**src/rtl/io_arbiter_pkg.sv**
```systemverilog
// Shared types for the IO bus arbiter: bus word and arbiter FSM states.
package io_arbiter_pkg;

  localparam int unsigned SCALAR_W = 32;

  typedef logic [SCALAR_W-1:0] scalar_t;

  typedef enum logic [1:0] {
    IO_ARB_IDLE,
    IO_ARB_ISSUE,
    IO_ARB_WAIT
  } io_arbiter_state_t;

endpackage

```
**src/rtl/io_arbiter_rr_arbiter.sv**
```systemverilog
// Round-robin arbiter: one-hot grant plus encoded index, pointer advances
// past the winner only when update_en is set and a grant is made.
module rr_arbiter #(
  parameter int unsigned NUM_REQUESTERS = 4
) (
  input  logic                              clk,
  input  logic                              reset,
  input  logic [NUM_REQUESTERS-1:0]         request,
  input  logic                              update_en,
  output logic [NUM_REQUESTERS-1:0]         grant,
  output logic [$clog2(NUM_REQUESTERS)-1:0] grant_idx,
  output logic                              grant_valid
);

  localparam int unsigned IDX_W = $clog2(NUM_REQUESTERS);
  localparam int unsigned SUM_W = IDX_W + 1;

  logic [IDX_W-1:0] ptr;
  logic [SUM_W-1:0] cand;

  // Scan from the pointer upward, wrapping, and take the first request seen.
  always_comb begin
    grant       = '0;
    grant_idx   = '0;
    grant_valid = 1'b0;
    cand        = '0;
    for (int i = 0; i < NUM_REQUESTERS; i++) begin
      cand = {1'b0, ptr} + SUM_W'(i);
      if (cand >= SUM_W'(NUM_REQUESTERS))
        cand = cand - SUM_W'(NUM_REQUESTERS);
      if (!grant_valid && request[cand[IDX_W-1:0]]) begin
        grant_valid                = 1'b1;
        grant_idx                  = cand[IDX_W-1:0];
        grant[cand[IDX_W-1:0]]     = 1'b1;
      end
    end
  end

  always_ff @(posedge clk) begin
    if (reset)
      ptr <= '0;
    else if (update_en && grant_valid)
      ptr <= (grant_idx == IDX_W'(NUM_REQUESTERS - 1)) ? '0 : grant_idx + IDX_W'(1);
  end

endmodule

```
**src/rtl/io_arbiter.sv**
```systemverilog
// Shares the single-master IO bus between several requesters, one
// transaction at a time, with fixed-latency read return.
module io_arbiter
  import io_arbiter_pkg::*;
#(
  parameter int unsigned NUM_REQUESTERS = 4,
  parameter int unsigned READ_LATENCY   = 1
) (
  input  logic                      clk,
  input  logic                      reset,
  input  logic [NUM_REQUESTERS-1:0] req_valid,
  input  logic [NUM_REQUESTERS-1:0] req_write,
  input  scalar_t                   req_address    [NUM_REQUESTERS],
  input  scalar_t                   req_write_data [NUM_REQUESTERS],
  output logic [NUM_REQUESTERS-1:0] req_ack,
  output logic [NUM_REQUESTERS-1:0] resp_valid,
  output scalar_t                   resp_data,
  output logic                      io_write_en,
  output logic                      io_read_en,
  output scalar_t                   io_address,
  output scalar_t                   io_write_data,
  input  scalar_t                   io_read_data
);

  localparam int unsigned IDX_W = $clog2(NUM_REQUESTERS);
  localparam int unsigned CNT_W = $clog2(READ_LATENCY + 1);

  io_arbiter_state_t         state;
  logic [IDX_W-1:0]          cur_idx;
  logic                      cur_write;
  logic [CNT_W-1:0]          cnt;
  logic [NUM_REQUESTERS-1:0] grant;
  logic [IDX_W-1:0]          grant_idx;
  logic                      grant_valid;
  logic                      arb_en;

  // Grants are only offered from IDLE and never while reset is held.
  assign arb_en  = (state == IO_ARB_IDLE) && !reset;
  assign req_ack = arb_en ? grant : '0;

  rr_arbiter #(
    .NUM_REQUESTERS(NUM_REQUESTERS)
  ) u_rr (
    .clk        (clk),
    .reset      (reset),
    .request    (req_valid),
    .update_en  (arb_en),
    .grant      (grant),
    .grant_idx  (grant_idx),
    .grant_valid(grant_valid)
  );

  always_ff @(posedge clk) begin
    if (reset) begin
      state         <= IO_ARB_IDLE;
      cur_idx       <= '0;
      cur_write     <= 1'b0;
      cnt           <= '0;
      io_write_en   <= 1'b0;
      io_read_en    <= 1'b0;
      io_address    <= '0;
      io_write_data <= '0;
      resp_valid    <= '0;
      resp_data     <= '0;
    end else begin
      io_write_en <= 1'b0;
      io_read_en  <= 1'b0;
      resp_valid  <= '0;
      case (state)
        IO_ARB_IDLE: begin
          if (grant_valid) begin
            cur_idx       <= grant_idx;
            cur_write     <= req_write[grant_idx];
            io_address    <= req_address[grant_idx];
            io_write_data <= req_write_data[grant_idx];
            io_write_en   <= req_write[grant_idx];
            io_read_en    <= !req_write[grant_idx];
            state         <= IO_ARB_ISSUE;
          end
        end
        IO_ARB_ISSUE: begin
          if (cur_write) begin
            state <= IO_ARB_IDLE;
          end else begin
            cnt   <= CNT_W'(READ_LATENCY);
            state <= IO_ARB_WAIT;
          end
        end
        IO_ARB_WAIT: begin
          cnt <= cnt - CNT_W'(1);
          // Final wait cycle: bus data is valid now, response goes out next cycle.
          if (cnt == CNT_W'(1)) begin
            resp_data           <= io_read_data;
            resp_valid[cur_idx] <= 1'b1;
            state               <= IO_ARB_IDLE;
          end
        end
        default: state <= IO_ARB_IDLE;
      endcase
    end
  end

endmodule

```
**config.mk**
```make
export PLATFORM = sky130hd
export DESIGN_NAME = io_arbiter
export DESIGN_NICKNAME = d
export VERILOG_FILES = /design/src/rtl/io_arbiter_pkg.sv /design/src/rtl/io_arbiter_rr_arbiter.sv /design/src/rtl/io_arbiter.sv
export SDC_FILE = /design/constraint.sdc
export NUM_CORES = 1
export LEC_CHECK = 0
export BUFFER_PORTS_ARGS = -buffer_cell sky130_fd_sc_hd__buf_2
export CAP_MARGIN = 40
export CORE_AREA = 2 2 157 159
export CTS_BUF_LIST = sky130_fd_sc_hd__clkbuf_8 sky130_fd_sc_hd__clkbuf_16
export DETAILED_ROUTE_END_ITERATION = 10
export DIE_AREA = 0 0 159 161
export PLACE_DENSITY = 0.61
export SETUP_SLACK_MARGIN = 0.3
export SYNTH_ARGS = -nofsm -noshare
export SYNTH_HDL_FRONTEND = slang
export SYNTH_SLANG_ARGS = --single-unit
```
**constraint.sdc**
```tcl
create_clock -name clk -period 2.7 [get_ports clk]
set_input_delay 0.135 -clock clk [delete_from_list [all_inputs] [get_ports clk]]
set_output_delay 0.135 -clock clk [all_outputs]
set_load 0.005 [all_outputs]
```
==> metrics.txt <==
# TYPE chip_impl_metric gauge
chip_impl_info{name="outcome",value="complete, no violations"} 1
chip_impl_metric{name="synth.avg_cell_area",unit="um2"} 10.6
chip_impl_info{name="synth_top_cell_by_area",value="sky130_fd_sc_hd__dfxtp_1"} 1
chip_impl_metric{name="swShare",unit="%"} 40.9
chip_impl_metric{name="max_slew_margin",unit="%"} 64.9
chip_impl_metric{name="internal_power",unit="mW"} 6.15
chip_impl_metric{name="clock_insertion_delay_worst_skew",unit="ns"} 0.36
chip_impl_info{name="critical_path_startpoint",value="u_rr.ptr[0]"} 1
chip_impl_metric{name="portion_of_the_post_synthesis_area_used_by_sequential_elements",unit="%"} 36.1
chip_impl_metric{name="num_rows",unit=""} 57
chip_impl_metric{name="share_of_the_clock_period_used_by_the_worst_path_after_layout",unit="%"} 95.7
chip_impl_metric{name="final_design_area_no_fill",unit="um2"} 10000
chip_impl_metric{name="share_clk_of_total_power",unit="%"} 13.7
chip_impl_metric{name="filler_cell_count",unit=""} 2374
chip_impl_info{name="synthTopCellsByArea",value="sky130_fd_sc_hd__dfxtp_1, sky130_fd_sc_hd__mux2i_1, sky130_fd_sc_hd__a221oi_2, sky130_fd_sc_hd__a22o_1, sky130_fd_sc_hd__o221ai_1"} 1
chip_impl_metric{name="grt_overflow_total",unit=""} 0
chip_impl_metric{name="die-width",unit="um"} 159
chip_impl_metric{name="initial_core_util",unit="%"} 25.4
chip_impl_info{name="clockRootBuffer",value="sky130_fd_sc_hd__clkbuf_16"} 1
chip_impl_metric{name="clk_pin_slew",unit="ns"} 0.08
chip_impl_metric{name="htree_levels",unit=""} 3
chip_impl_metric{name="via_count_of_the_first_global_routing_pass",unit=""} 6759
chip_impl_metric{name="seqPwrFrac",unit="%"} 23.1
chip_impl_metric{name="ys_ff_latch",unit=""} 110
chip_impl_info{name="hold_startpoint",value="req_write_data[22]"} 1
chip_impl_metric{name="num-nets-final",unit=""} 1338
chip_impl_metric{name="final_cells",unit=""} 1362
chip_impl_metric{name="dp_hpwl",unit="mm"} 16.6
chip_impl_metric{name="floorplan.die_area",unit="um2"} 25600
chip_impl_metric{name="areaGrowthSynthToFinish",unit="%"} 64.8
chip_impl_metric{name="top_level_ports",unit=""} 404
chip_impl_metric{name="p_per_area",unit="nW/um2"} 1040
chip_impl_metric{name="power.ir.vdd_worst",unit="mV"} 0.529
chip_impl_metric{name="final-max-slew-violation-count",unit=""} 0
chip_impl_metric{name="drt_iter0_drc",unit=""} 289
chip_impl_metric{name="number_of_synthesized_flops_with_an_enable_pin",unit=""} 0
chip_impl_metric{name="ctsLongestPathBuffers",unit=""} 2
chip_impl_metric{name="synth_cell_area",unit="um2"} 6100
chip_impl_metric{name="max_slew.worst_pin.slew",unit="ns"} 0.521
chip_impl_metric{name="multiInputGateArea",unit="um2"} 3950
chip_impl_metric{name="ys.warnings.count",unit=""} 0
chip_impl_metric{name="place_area",unit="um2"} 8650
chip_impl_metric{name="pwr-share-comb",unit="%"} 63.2
chip_impl_metric{name="grt_first_pass_wirelength",unit="mm"} 37.0
chip_impl_metric{name="setup_viol_count_final",unit=""} 0
chip_impl_metric{name="cts.sink_count",unit=""} 110
chip_impl_metric{name="globalRouteTotalUtil",unit="%"} 18.3
chip_impl_metric{name="async_reset_ff_share",unit="%"} 0
chip_impl_info{name="synth.most_common_cell",value="sky130_fd_sc_hd__mux2i_1"} 1
chip_impl_metric{name="final-hold-violation-count",unit=""} 0
chip_impl_info{name="grt_setup_unrepaired",value="true"} 1
chip_impl_metric{name="min_path_cells",unit=""} 3
chip_impl_info{name="endpoint_kind",value="register"} 1
chip_impl_metric{name="placement.io_buffers",unit=""} 403
chip_impl_metric{name="total_power",unit="mW"} 10.4
chip_impl_metric{name="globalplace.congestion",unit=""} 0.847
chip_impl_metric{name="max_freq",unit="MHz"} 387
chip_impl_info{name="synth_cell_count_leaders",value="sky130_fd_sc_hd__mux2i_1, sky130_fd_sc_hd__dfxtp_1, sky130_fd_sc_hd__nand2_1"} 1
chip_impl_metric{name="final_period_minus_worst_setup_slack",unit="ns"} 2.58
chip_impl_metric{name="syn_nets",unit=""} 878
chip_impl_info{name="critical_path.reg2reg.startpoint",value="u_rr.ptr[0]"} 1
chip_impl_info{name="worstHoldPathType",value="in2reg"} 1
chip_impl_metric{name="chipHeight",unit="um"} 161
chip_impl_metric{name="routed_wl",unit="mm"} 24.7
chip_impl_metric{name="fin_skew",unit="ns"} 0.0108
chip_impl_metric{name="netlist-cell-type-count",unit=""} 53
chip_impl_metric{name="wl_per_cell",unit="um"} 18.1
chip_impl_metric{name="antenna_cells",unit=""} 0
chip_impl_metric{name="numCtsBuffers",unit=""} 9
chip_impl_metric{name="rr_worst_depth",unit=""} 12
chip_impl_metric{name="detail_route.vias_per_cell",unit=""} 4.77
chip_impl_metric{name="utilization",unit="%"} 41.9
chip_impl_metric{name="seqCellArea",unit="um2"} 2210
chip_impl_metric{name="number_of_antenna_violations_at_the_first_check_in_global_routing",unit=""} 0
chip_impl_metric{name="drt_pass1_iterations",unit=""} 4
chip_impl_metric{name="cp_max_fo",unit=""} 7
chip_impl_metric{name="max_cap_violations",unit=""} 0
chip_impl_info{name="critPathLaunchType",value="register"} 1
chip_impl_info{name="cts_tree",value="built"} 1
chip_impl_metric{name="place.detailed.instances",unit=""} 1289
chip_impl_info{name="critPathKind",value="reg2reg"} 1
chip_impl_metric{name="final_layout_size_suffix_gt1_share",unit="%"} 57.0
chip_impl_metric{name="critical_path_required",unit="ns"} 2.98
chip_impl_metric{name="number_of_vias_in_the_routed_layout",unit=""} 6499
chip_impl_metric{name="setup_tns",unit="ns"} 0
chip_impl_metric{name="netlist_instances",unit=""} 573
chip_impl_metric{name="critPathArrivalTime",unit="ns"} 2.87
chip_impl_metric{name="p_leak",unit="nW"} 5.07
chip_impl_metric{name="drcViolationCount",unit=""} 0
chip_impl_metric{name="total_core_area",unit="um2"} 24000
chip_impl_metric{name="route.antenna.remaining_nets",unit=""} 0
chip_impl_info{name="synth_flop_cell",value="sky130_fd_sc_hd__dfxtp_1"} 1
chip_impl_metric{name="pin_count_of_the_biggest_net_entering_global_routing",unit=""} 45
chip_impl_metric{name="switching_component_of_the_power",unit="mW"} 4.25
chip_impl_metric{name="netlist.area_leader.share",unit="%"} 36.1
-- per-layer routing --
metal	vias up	track usage (%)	share of wire (%)	routed length, um
li1	3146	-	-	-
met1	3101	21.4	42	10300
met2	225	33.4	51	12700
met3	27	4.13	5.3	1300
met4	0	5.50	1.7	410
met5	-	0	0	0
-- worst max-delay path: stages (launching register included) --
cell                         delay [ns]
sky130_fd_sc_hd__dfxtp_4           0.37
sky130_fd_sc_hd__clkinvlp_4        0.10
sky130_fd_sc_hd__ha_4              0.31
sky130_fd_sc_hd__mux4_2            0.33
sky130_fd_sc_hd__buf_6             0.15
sky130_fd_sc_hd__o211ai_1          0.08
sky130_fd_sc_hd__nand4b_1          0.16
sky130_fd_sc_hd__buf_4             0.17
sky130_fd_sc_hd__buf_6             0.10
sky130_fd_sc_hd__a21o_4            0.24
sky130_fd_sc_hd__buf_6             0.12
sky130_fd_sc_hd__a211o_1           0.23
sky130_fd_sc_hd__a21oi_2           0.15
-- path summary, 6_finish.rpt --
kind,endpoint,slack [ns]
setup / recovery,io_read_en,0.12
setup reg to reg,io_read_en,0.12
hold / removal,io_write_data[22],0.06
hold reg to reg,io_address[0],0.46
-- state kept, by name, indices dropped and copies added, names as in the netlist --
signal	count
state	2
io_write_en	1
resp_valid	4
cnt	1
io_read_en	1
io_address	32
cur_write	1
resp_data	32
io_write_data	32
cur_idx	2
u_rr.ptr	2
-- layout make-up --
cell class,instances,share of cell area [%]
clock buffer,10,2.49
clock inverter,6,0.747
inverter,7,0.299
multi-input combinational,405,39.3
sequential,110,22.0
tap,324,4.03
timing repair buffer,500,31.2
-- layout by cell type, fill, tap and decap left out, types with 3 or more instances in the layout --
cell type,Yosys,layout
sky130_fd_sc_hd__buf_6,9,8
sky130_fd_sc_hd__nor3_1,4,3
sky130_fd_sc_hd__ha_1,7,6
sky130_fd_sc_hd__dlygate4sd3_1,0,32
sky130_fd_sc_hd__o221ai_2,0,27
sky130_fd_sc_hd__o221ai_1,31,3
sky130_fd_sc_hd__nor2_1,21,18
sky130_fd_sc_hd__a21oi_1,5,3
sky130_fd_sc_hd__clkinv_8,0,3
sky130_fd_sc_hd__mux2i_1,128,120
sky130_fd_sc_hd__a221oi_2,31,34
sky130_fd_sc_hd__o21bai_1,33,33
sky130_fd_sc_hd__a21oi_2,1,3
sky130_fd_sc_hd__mux2i_2,0,5
sky130_fd_sc_hd__mux2i_4,0,3
sky130_fd_sc_hd__buf_4,5,40
sky130_fd_sc_hd__inv_1,7,5
sky130_fd_sc_hd__nor2b_1,3,3
sky130_fd_sc_hd__o211ai_1,3,3
sky130_fd_sc_hd__buf_2,11,403
sky130_fd_sc_hd__clkbuf_16,0,14
sky130_fd_sc_hd__buf_12,2,7
sky130_fd_sc_hd__nand2_1,37,35
sky130_fd_sc_hd__o21ai_0,8,6
sky130_fd_sc_hd__a22o_1,32,32
sky130_fd_sc_hd__and3_1,4,4
sky130_fd_sc_hd__mux4_2,3,3
sky130_fd_sc_hd__or3_1,4,4
sky130_fd_sc_hd__nand3_1,7,6
sky130_fd_sc_hd__nand2b_1,4,4
sky130_fd_sc_hd__dfxtp_1,110,109
sky130_fd_sc_hd__buf_16,0,6
-- per-stage QoR --
step / hold WS [ns] / setup slack [ns]
finish: 0.0643 / 0.116
global route: 0.0532 / -0.0455
CTS: 0.0470 / 0.121
detailed placement: 0.350 / 0.0886
global placement: 0.344 / 0.142
floorplan: 0.261 / -0.0296
-- timing repair --
action | 4_1_cts | 5_1_grt
pin swaps | 18 | 27
hold buffers | 32 | 0
gates cloned | 8 | 3
setup endpoints to repair | 72 | 72
setup buffers | 13 | 1
gates resized for setup | 54 | 22
hold endpoints to repair | 32 | 0
-- logic make-up after synthesis --
family	after synthesis	synth area share, %
buffers and inverters	58	6.11
and+or+nand+nor	99	8.23
xor gates and xnor gates	1	0.144
AOI/OAI and AO/OA	166	25.7
DFF	110	36.1
muxes	132	22.3
adders and majority gates	7	1.44
-- power by group through the flow --
| stage | Combinational, mW | Clock, mW | Sequential (mW) |
|---|---|---|---|
| 4_1_cts | 6.37 | 1.48 | 2.40 |
| 5_1_grt | 7.06 | 1.54 | 2.46 |
| 2_1_floorplan | 3.80 | 0 | 2.46 |
| 3_3_place_gp | 5.25 | 0 | 2.43 |
| 3_5_place_dp | 5.31 | 0 | 2.43 |
| 6_report | 6.57 | 1.43 | 2.40 |
Power figures use the tool's default switching activity.
